<file path="config.mk">
export PLATFORM = sky130hd
export DESIGN_NAME = bsg_print_stat_tag_tracker
export DESIGN_NICKNAME = d
export VERILOG_FILES = /design/src/rtl/bsg_print_stat_pkg.sv /design/src/rtl/bsg_print_stat_rec_fifo.sv /design/src/rtl/bsg_print_stat_tag_tracker.sv
export SDC_FILE = /design/constraint.sdc
export NUM_CORES = 1
export LEC_CHECK = 0
export ABC_AREA = 1
export BUFFER_PORTS_ARGS = -buffer_cell sky130_fd_sc_hd__buf_2
export CORE_ASPECT_RATIO = 0.75
export CORE_MARGIN = 4
export CORE_UTILIZATION = 45
export CTS_CLUSTER_SIZE = 10
export DETAILED_ROUTE_END_ITERATION = 7
export PLACE_DENSITY = 0.64
export SKIP_CTS_REPAIR_TIMING = 1
export SLEW_MARGIN = 20
export SYNTH_ARGS = -nofsm -noshare
export SYNTH_HDL_FRONTEND = slang
export SYNTH_HIERARCHICAL = 1
export SYNTH_SLANG_ARGS = --single-unit
</file>
<file path="constraint.sdc">
create_clock -name clk_i -period 6.1 [get_ports clk_i]
set_clock_uncertainty 0.15 [all_clocks]
set_input_delay 0 -clock clk_i [delete_from_list [all_inputs] [get_ports clk_i]]
set_output_delay 0 -clock clk_i [all_outputs]
set_load 0.02 [all_outputs]
</file>
<file path="src/rtl/bsg_print_stat_pkg.sv">
// Shared definitions for the print-stat tag tracker: record kinds, tag field
// layout and the record layout {kind, id, cycle, elapsed}.
package bsg_print_stat_pkg;

   typedef enum logic [1:0] {
      KIND_STAT  = 2'd0,
      KIND_START = 2'd1,
      KIND_END   = 2'd2,
      KIND_RSVD  = 2'd3
   } rec_kind_e;

   // Kind occupies the top TAG_KIND_W bits of the tag, the ID the bottom bits.
   localparam int TAG_KIND_W  = 2;
   localparam int TAG_ID_LSB  = 0;
   localparam int REC_ID_W    = 4;
   localparam int REC_CYCLE_W = 40;

   // Record layout at default widths; the tracker rebuilds it at its own widths.
   typedef struct packed {
      rec_kind_e              kind;
      logic [REC_ID_W-1:0]    id;
      logic [REC_CYCLE_W-1:0] cycle;
      logic [REC_CYCLE_W-1:0] elapsed;
   } rec_s;

   function automatic int tag_kind_lsb(input int data_width);
      return data_width - TAG_KIND_W;
   endfunction

endpackage

</file>
<file path="src/rtl/bsg_print_stat_rec_fifo.sv">
// Valid/ready record FIFO; fullness is judged from registered occupancy only,
// and a dequeue never applies while the FIFO is empty.
module bsg_print_stat_rec_fifo #(
   parameter int width_p = 8,
   parameter int els_p   = 4
) (
   input  logic               clk_i,
   input  logic               reset_n_i,
   input  logic               v_i,
   output logic               ready_o,
   input  logic [width_p-1:0] data_i,
   output logic               v_o,
   input  logic               ready_i,
   output logic [width_p-1:0] data_o
);
   localparam int ptr_w_lp = (els_p > 1) ? $clog2(els_p) : 1;
   localparam int cnt_w_lp = $clog2(els_p + 1);
   localparam logic [ptr_w_lp-1:0] last_ptr_lp = ptr_w_lp'(els_p - 1);
   localparam logic [cnt_w_lp-1:0] full_cnt_lp = cnt_w_lp'(els_p);

   logic [width_p-1:0]  r_mem [els_p];
   logic [ptr_w_lp-1:0] r_wr_ptr;
   logic [ptr_w_lp-1:0] r_rd_ptr;
   logic [cnt_w_lp-1:0] r_count;
   logic                w_enq;
   logic                w_deq;

   function automatic logic [ptr_w_lp-1:0] next_ptr(input logic [ptr_w_lp-1:0] ptr);
      return (ptr == last_ptr_lp) ? '0 : ptr + ptr_w_lp'(1);
   endfunction

   assign ready_o = (r_count != full_cnt_lp);
   assign v_o     = (r_count != '0);
   assign w_enq   = v_i & ready_o;
   assign w_deq   = v_o & ready_i;
   // Masking with v_o keeps the record fields at zero while empty or in reset.
   assign data_o  = v_o ? r_mem[r_rd_ptr] : '0;

   always_ff @(posedge clk_i) begin
      if (w_enq) begin
         r_mem[r_wr_ptr] <= data_i;
      end
   end

   always_ff @(posedge clk_i or negedge reset_n_i) begin
      if (!reset_n_i) begin
         r_wr_ptr <= '0;
         r_rd_ptr <= '0;
         r_count  <= '0;
      end else begin
         if (w_enq) begin
            r_wr_ptr <= next_ptr(r_wr_ptr);
         end
         if (w_deq) begin
            r_rd_ptr <= next_ptr(r_rd_ptr);
         end
         case ({w_enq, w_deq})
            2'b10:   r_count <= r_count + cnt_w_lp'(1);
            2'b01:   r_count <= r_count - cnt_w_lp'(1);
            default: r_count <= r_count;
         endcase
      end
   end

endmodule

</file>
<file path="src/rtl/bsg_print_stat_tag_tracker.sv">
// Snoops print-stat tags, times start/end intervals per tag ID and queues
// {kind, id, cycle, elapsed} records for a valid/ready consumer.
module bsg_print_stat_tag_tracker
   import bsg_print_stat_pkg::*;
#(
   parameter int data_width_p  = 32,
   parameter int cycle_width_p = 40,
   parameter int fifo_els_p    = 4,
   parameter int tag_els_p     = 16
) (
   input  logic                         clk_i,
   input  logic                         reset_n_i,
   input  logic                         print_stat_v_i,
   input  logic [data_width_p-1:0]      print_stat_tag_i,
   output logic                         rec_v_o,
   input  logic                         rec_ready_i,
   output logic [1:0]                   rec_kind_o,
   output logic [$clog2(tag_els_p)-1:0] rec_id_o,
   output logic [cycle_width_p-1:0]     rec_cycle_o,
   output logic [cycle_width_p-1:0]     rec_elapsed_o,
   output logic [15:0]                  drop_count_o,
   output logic                         err_o
);
   localparam int id_w_lp     = $clog2(tag_els_p);
   localparam int kind_lsb_lp = tag_kind_lsb(data_width_p);

   typedef struct packed {
      rec_kind_e                kind;
      logic [id_w_lp-1:0]       id;
      logic [cycle_width_p-1:0] cycle;
      logic [cycle_width_p-1:0] elapsed;
   } rec_t;

   rec_kind_e                w_kind;
   logic [id_w_lp-1:0]       w_id;
   logic                     w_unused_tag;
   rec_t                     w_enq_rec;
   rec_t                     w_deq_rec;
   logic                     w_enq_v;
   logic                     w_fifo_ready;
   logic                     w_set_err;
   logic                     w_open;
   logic                     w_close;
   logic [cycle_width_p-1:0] r_cycle;
   logic [tag_els_p-1:0]     r_active;
   logic [cycle_width_p-1:0] r_start [tag_els_p];
   logic [15:0]              r_drop_count;
   logic                     r_err;

   assign w_kind       = rec_kind_e'(print_stat_tag_i[kind_lsb_lp +: TAG_KIND_W]);
   assign w_id         = print_stat_tag_i[TAG_ID_LSB +: id_w_lp];
   assign w_unused_tag = ^print_stat_tag_i;

   always_comb begin
      w_enq_v           = 1'b0;
      w_set_err         = 1'b0;
      w_open            = 1'b0;
      w_close           = 1'b0;
      w_enq_rec.kind    = w_kind;
      w_enq_rec.id      = w_id;
      w_enq_rec.cycle   = r_cycle;
      w_enq_rec.elapsed = '0;
      if (print_stat_v_i) begin
         case (w_kind)
            KIND_STAT: begin
               w_enq_v = 1'b1;
            end
            KIND_START: begin
               w_enq_v = 1'b1;
               w_open  = 1'b1;
            end
            KIND_END: begin
               w_enq_v = 1'b1;
               // Unsigned subtraction gives the elapsed time modulo the counter width.
               if (r_active[w_id]) begin
                  w_close           = 1'b1;
                  w_enq_rec.elapsed = r_cycle - r_start[w_id];
               end else begin
                  w_set_err = 1'b1;
               end
            end
            default: begin
               w_set_err = 1'b1;
            end
         endcase
      end else begin
         w_enq_v = 1'b0;
      end
   end

   always_ff @(posedge clk_i or negedge reset_n_i) begin
      if (!reset_n_i) begin
         r_cycle      <= '0;
         r_active     <= '0;
         r_err        <= 1'b0;
         r_drop_count <= 16'd0;
         for (int i = 0; i < tag_els_p; i++) begin
            r_start[i] <= '0;
         end
      end else begin
         r_cycle <= r_cycle + cycle_width_p'(1);
         if (w_open) begin
            r_active[w_id] <= 1'b1;
            r_start[w_id]  <= r_cycle;
         end else if (w_close) begin
            r_active[w_id] <= 1'b0;
         end
         if (w_set_err) begin
            r_err <= 1'b1;
         end
         if (w_enq_v && !w_fifo_ready && (r_drop_count != 16'hFFFF)) begin
            r_drop_count <= r_drop_count + 16'd1;
         end
      end
   end

   bsg_print_stat_rec_fifo #(
      .width_p ($bits(rec_t)),
      .els_p   (fifo_els_p)
   ) u_rec_fifo (
      .clk_i     (clk_i),
      .reset_n_i (reset_n_i),
      .v_i       (w_enq_v),
      .ready_o   (w_fifo_ready),
      .data_i    (w_enq_rec),
      .v_o       (rec_v_o),
      .ready_i   (rec_ready_i),
      .data_o    (w_deq_rec)
   );

   assign rec_kind_o    = w_deq_rec.kind;
   assign rec_id_o      = w_deq_rec.id;
   assign rec_cycle_o   = w_deq_rec.cycle;
   assign rec_elapsed_o = w_deq_rec.elapsed;
   assign drop_count_o  = r_drop_count;
   assign err_o         = r_err;

endmodule

</file>
* Word level (Yosys, flattened, before mapping)
Memories as Yosys holds them, arrays and structs flattened.
Cells that the tools add are included.
** Word-level totals
- Register bits after elaboration :: 720
- Bits in writable memories :: 344
- Bits of input ports :: 36
- Output and inout bits :: 104
- Word-level logic and storage cells :: 91
- Memories kept :: 1
** Operators by class
- Add/sub/neg operators :: 7
- Order comparisons :: 4
- Equal/unequal tests :: 8
- Muxes and demuxes :: 31
- Bitwise operators :: 6
- Reduce and logical (&&, ||, !) cells :: 11
** Memories
- u_rec_fifo.r_mem :: depth 4, width 86, rd ports 1, clocked after memory_dff 0, write ports 1, line bsg_print_stat_rec_fifo.sv:21 : logic [width_p-1:0] r_mem [els_p];
** Operators with widths (number)
- $bwmux 640 :: 1
- $mux 40 :: 6
- $bmux 40 s4 :: 1
- $demux 40 s4 :: 1
- $mux 86 :: 1
- $add 40x1->40 const B :: 1
- $sub 40x40->40 :: 1
- $mux 16 :: 2
- $add 16x1->16 const B :: 1
- $and 16x16->16 :: 1
- $ne 16x16->1 const B :: 1
- $not 16->16 :: 1
- $or 16x16->16 :: 1
- $mux 1 :: 13
- $eq 2x2->1 const B :: 4
- $pmux 3 s2 :: 1
- $ge 5x5->1 const B :: 1
- $lt 4x5->1 const B :: 1
- $lt 5x1->1 const B :: 1
- $not 4->5 :: 1
- $add 2x1->2 const B :: 2
- $bmux 1 s4 :: 1
- $demux 1 s4 :: 1
- $eq 2x1->1 const B :: 2
- 14 further kinds :: 20

* Depth between registers and ports, before layout
- Word-level depth :: 8
- Gate-level depth with buffers :: 24
- Gate-level depth less buffers :: 20

* Cells and area by module
Netlist, hierarchy kept.
** By module, submodules not included
- bsg_print_stat_tag_tracker :: instances 1, cells an instance 4077, area an instance 33691.1 um^2
- bsg_print_stat_rec_fifo :: instances 1, cells an instance 1414, area an instance 14963.1 um^2

* Worst setup path before layout
OpenSTA, ideal clock, no wires.
- Path type :: flip-flop to flip-flop
- Start point :: register u_rec_fifo.r_count[0]
- End point :: memory u_rec_fifo/r_mem[0][0] (netlist name) (enable)
- Library setup time :: 532 ps
- Arrival time :: 4282 ps
- Required time :: 5418 ps
- Setup slack :: 1136 ps
- Cell stages (with the launch flop) :: 5
- Buffers on the path :: 0
- Cell sequence :: dfrtp_1 > inv_1 > nand3_1 > nand2_1 > nor2_1
** On the way
- Word-level cells in the longest chain between the ends :: 4
** Ends and longest elaborated chain
- from (decl) :: line bsg_print_stat_rec_fifo.sv:24 : logic [cnt_w_lp-1:0] r_count;
- from (signal assigned) :: line bsg_print_stat_rec_fifo.sv:58 : 2'b10: r_count <= r_count + cnt_w_lp'(1);
- from (signal assigned) :: line bsg_print_stat_rec_fifo.sv:59 : 2'b01: r_count <= r_count - cnt_w_lp'(1);
- from (signal assigned) :: line bsg_print_stat_rec_fifo.sv:60 : default: r_count <= r_count;
- $ne 3x3->1 :: line bsg_print_stat_rec_fifo.sv:32 : assign ready_o = (r_count != full_cnt_lp);
- via w_fifo_ready :: line bsg_print_stat_tag_tracker.sv:40 : logic w_fifo_ready;
- $and 1x1->1 :: line bsg_print_stat_rec_fifo.sv:34 : assign w_enq = v_i & ready_o;
- $mux 1 :: line bsg_print_stat_rec_fifo.sv:40 : if (w_enq) begin
- $mux 1 (implied by the code) :: line bsg_print_stat_rec_fifo.sv:41 : r_mem[r_wr_ptr] <= data_i;
- to (decl) :: line bsg_print_stat_rec_fifo.sv:21
The timed path passes the listed nets, and every way through them passes these cells.

==> flow_summary.json <==
{
  "io_pins": 140,
  "endpoint_kind": "flip-flop",
  "io_buffers": 113,
  "place_congestion": 0.9541,
  "grt_usage": 0.2418,
  "final-hold-violation-count": 0,
  "crit_top_cell": "nand2_1",
  "clk_latency_ns": 0.73,
  "synth_area_um2": 48650,
  "syn_to_final_growth_pct": 10.73,
  "worst_slew_pin_slew_ns": 1.163,
  "seq_area_frac_synth": 0.5826,
  "power.share.clock": 0.342,
  "pwr-share-seq": 0.440,
  "multiInputGateArea_um2": 17070,
  "firstDrtPassIters": 6,
  "crit_path_start_kind": "primary input",
  "ant_nets": 0,
  "rows": 104,
  "cts_sinks": 1064,
  "path_class": "primary input to flip-flop",
  "fin_nets": 5529,
  "clockBufferDepth": 3,
  "placed_cell_area_um2": 50370,
  "critical_path_arrival_ns": 5.14,
  "final_common_cell": "nand2_1",
  "cts-root-buf": "clkbuf_16",
  "cts-buffers-inserted": 117,
  "die_h_um": 292.8,
  "critPathSlowestCell": "dlygate4sd3_1",
  "initial_core_util": 0.4532,
  "seq_area_um2": 28350,
  "period_share": 0.7814,
  "min_from": "print_stat_tag_i[0]",
  "whs_endpoint": "u_rec_fifo/r_mem[3][80]",
  "drive_gt1_frac": 0.06247,
  "via_count": 38260,
  "routed_wl_um": 139000,
  "postLayoutCellArea_um2": 53870,
  "grt_pass1_wl_um": 215300,
  "fill_cells": 9943,
  "syn_avg_cell_area_um2": 8.861,
  "ctsHtreeMaxLevel": 3,
  "fmax_mhz": 209.8,
  "p_leak_nw": 23.85,
  "synth_cell_types": 36,
  "die_x_um": 387.7,
  "p_sw_w": 0.005968,
  "coreArea_um2": 107400,
  "status": "finished, final reports clean",
  "path_clk_slew_ns": 0.06,
  "synth_warnings": 6,
  "place_hpwl_um": 81350,
  "drtIter0Drc": 4315,
  "ys_seq_elements": 1064,
  "worst-path-max-fanout": 15,
  "timing.rr.start": "r_cycle[0]",
  "drv_slew": 0,
  "tritoncts": "done",
  "dieArea_um2": 113500,
  "max_stage_delay_ns": 0.56,
  "irDropWorstVdd_uv": 417.9,
  "grt_max_degree": 173,
  "hold_depth": 2,
  "synth.net_count": 5579,
  "post-route-min-period_ns": 4.766,
  "synthCells": 5491,
  "combPwrFrac": 0.218,
  "final_cell_mix": "nand2_1, dfrtp_1, o21ai_0",
  "crit_chain": "dlygate4sd3_1 > dlygate4sd3_1 > buf_2 > nor2_1 > inv_2 > buf_4 > a31oi_1 > or2_0 > nor3_1 > ha_1 > nand2_1 > inv_1 > nand2_1 > nand2_1 > a21oi_1 > nand3_1 > nand2_1 > nand2_1 > nand2_1 > nand2_1 > nor2_1",
  "grt_overflow_total": 0,
  "switching_share": 0.3227,
  "slew_headroom": 0.2249,
  "p_per_area_nw_per_um2": 343.3,
  "setup_viol": 0,
  "hold-worst-slack_ns": 0.04077,
  "critPathTopFamily": "buffers and inverters",
  "viasPerCell": 5.526,
  "maxCapViolCount": 0,
  "grt_pass1_vias": 36040,
  "drc": 0,
  "worstPathRequired_ns": 6.47,
  "worst_r2r_endpoint": "u_rec_fifo/r_mem[2][32]",
  "wire_per_inst_um": 20.08,
  "reg2reg_slack_ns": 2.07,
  "p_int_w": 0.01253,
  "fin_setup_tns_ns": 0,
  "rsz0062_at_grt": "no",
  "antenna_found_initial": 5,
  "crit_buf_inv": 6,
  "hp-class": "primary input to flip-flop",
  "reg2regPathDepth": 15
}
[logic make-up (layout without fill, tap and decap cells)]
logic type / count (synthesis) / in the layout / share of synthesized area
adders and majority gates: 52 / 52 / 0.01368
xor gates and xnor gates: 67 / 67 / 0.01206
other: 0 / 2 / 0
buffers and inverters: 888 / 888 / 0.07085
DFF: 1064 / 1064 / 0.5826
AOI/OAI and AO/OA: 1105 / 1105 / 0.1259
and+or+nand+nor: 2315 / 2315 / 0.1949
[metal layers]
layer | track usage | vias up | part of all wire
li1 | - | 18000 | -
met1 | 0.3675 | 18560 | 0.46
met2 | 0.3483 | 1499 | 0.42
met3 | 0.05507 | 195 | 0.091
met4 | 0.06260 | 0 | 0.024
met5 | 0.007851 | - | 0
[metrics by stage]
stage / cells / worst slack [ns] / utilization / total power, W
global route: 6922 / 1.165 / 0.5018 / 0.01937
CTS: 6907 / 2.188 / 0.4997 / 0.01861
detailed placement: 6738 / 1.548 / 0.4692 / 0.01230
global placement: 6738 / 1.576 / 0.4692 / 0.01223
finish: 6924 / 1.334 / 0.5018 / 0.01850
floorplan: 5491 / 1.136 / - / 0.01082
[cells in the mapped netlist, drive strengths merged]
cell | n | area share
nor4 | 5 | 0.00064
or2 | 39 | 0.0050
clkbuf | 242 | 0.019
a22oi | 156 | 0.024
nor3 | 59 | 0.0063
nor3b | 1 | 0.00015
nor2 | 195 | 0.015
xor2 | 44 | 0.0079
inv | 532 | 0.041
nand4 | 20 | 0.0026
o21ai | 662 | 0.068
fa | 2 | 0.00082
nand2 | 1586 | 0.12
o21bai | 5 | 0.00077
a21boi | 1 | 0.00015
ha | 50 | 0.013
a31oi | 152 | 0.020
xnor2 | 23 | 0.0041
clkinv | 7 | 0.00054
edfxtp | 344 | 0.21
dfrtp | 720 | 0.37
nand3 | 406 | 0.042
nand3b | 3 | 0.00046
a21oi | 129 | 0.013
and3 | 1 | 0.00013
buf | 107 | 0.011
[layout make-up]
cell class                      instances  share of cell area
Sequential cell                      1064              0.5263
Multi-Input combinational cell       3539              0.3168
Timing Repair Buffer                  180             0.02527
Clock buffer                          162             0.05864
Antenna cell                            2          0.00009290
Tap cell                             1431             0.03324
Inverter                              539             0.03762
Clock inverter                          7            0.002021
[flip-flops by register name, indices dropped and copies added (netlist names), named ones only]
register / count
drop_count_o: 16
u_rec_fifo/r_mem: 344
u_rec_fifo/r_count: 3
err_o: 1
u_rec_fifo/r_rd_ptr: 2
r_start: 640
r_cycle: 40
u_rec_fifo/r_wr_ptr: 2
[worst max-delay path by stage]
stage,from,to,slack (ns),depth (start not counted)
floorplan,u_rec_fifo/r_count[0],u_rec_fifo/r_mem[0][0],1.14,4
global placement,print_stat_tag_i[0],u_rec_fifo/r_mem[0][17],1.58,17
detailed placement,print_stat_tag_i[0],u_rec_fifo/r_mem[3][17],1.55,17
CTS,r_cycle[0],u_rec_fifo/r_mem[2][32],2.19,15
global route,print_stat_tag_i[3],u_rec_fifo/r_mem[2][30],1.17,21
finish,print_stat_tag_i[3],u_rec_fifo/r_mem[1][39],1.33,21
[power groups by stage]
stage	logic [W]	clock network [W]	registers, W
floorplan	0.00266	0	0.00816
global placement	0.00398	0	0.00825
detailed placement	0.00403	0	0.00826
CTS	0.00405	0.00643	0.00813
global route	0.00445	0.00675	0.00818
finish	0.00403	0.00633	0.00813
[worst reg2reg max path: stages, from the launching register on]
cell and delay [ns]:
dfrtp_1 0.53, inv_1 0.56, ha_1 0.46, inv_1 0.17, fa_1 0.47, nand3_1 0.10, nand3_1 0.20, nand2_1 0.12
nand3_1 0.18, nand2_1 0.13, nand2_1 0.16, nand2_1 0.10, nand2_1 0.14, nand2_1 0.09, nand2_1 0.04, nor2_1 0.23
Note: power is estimated with default switching activity, not from simulation.
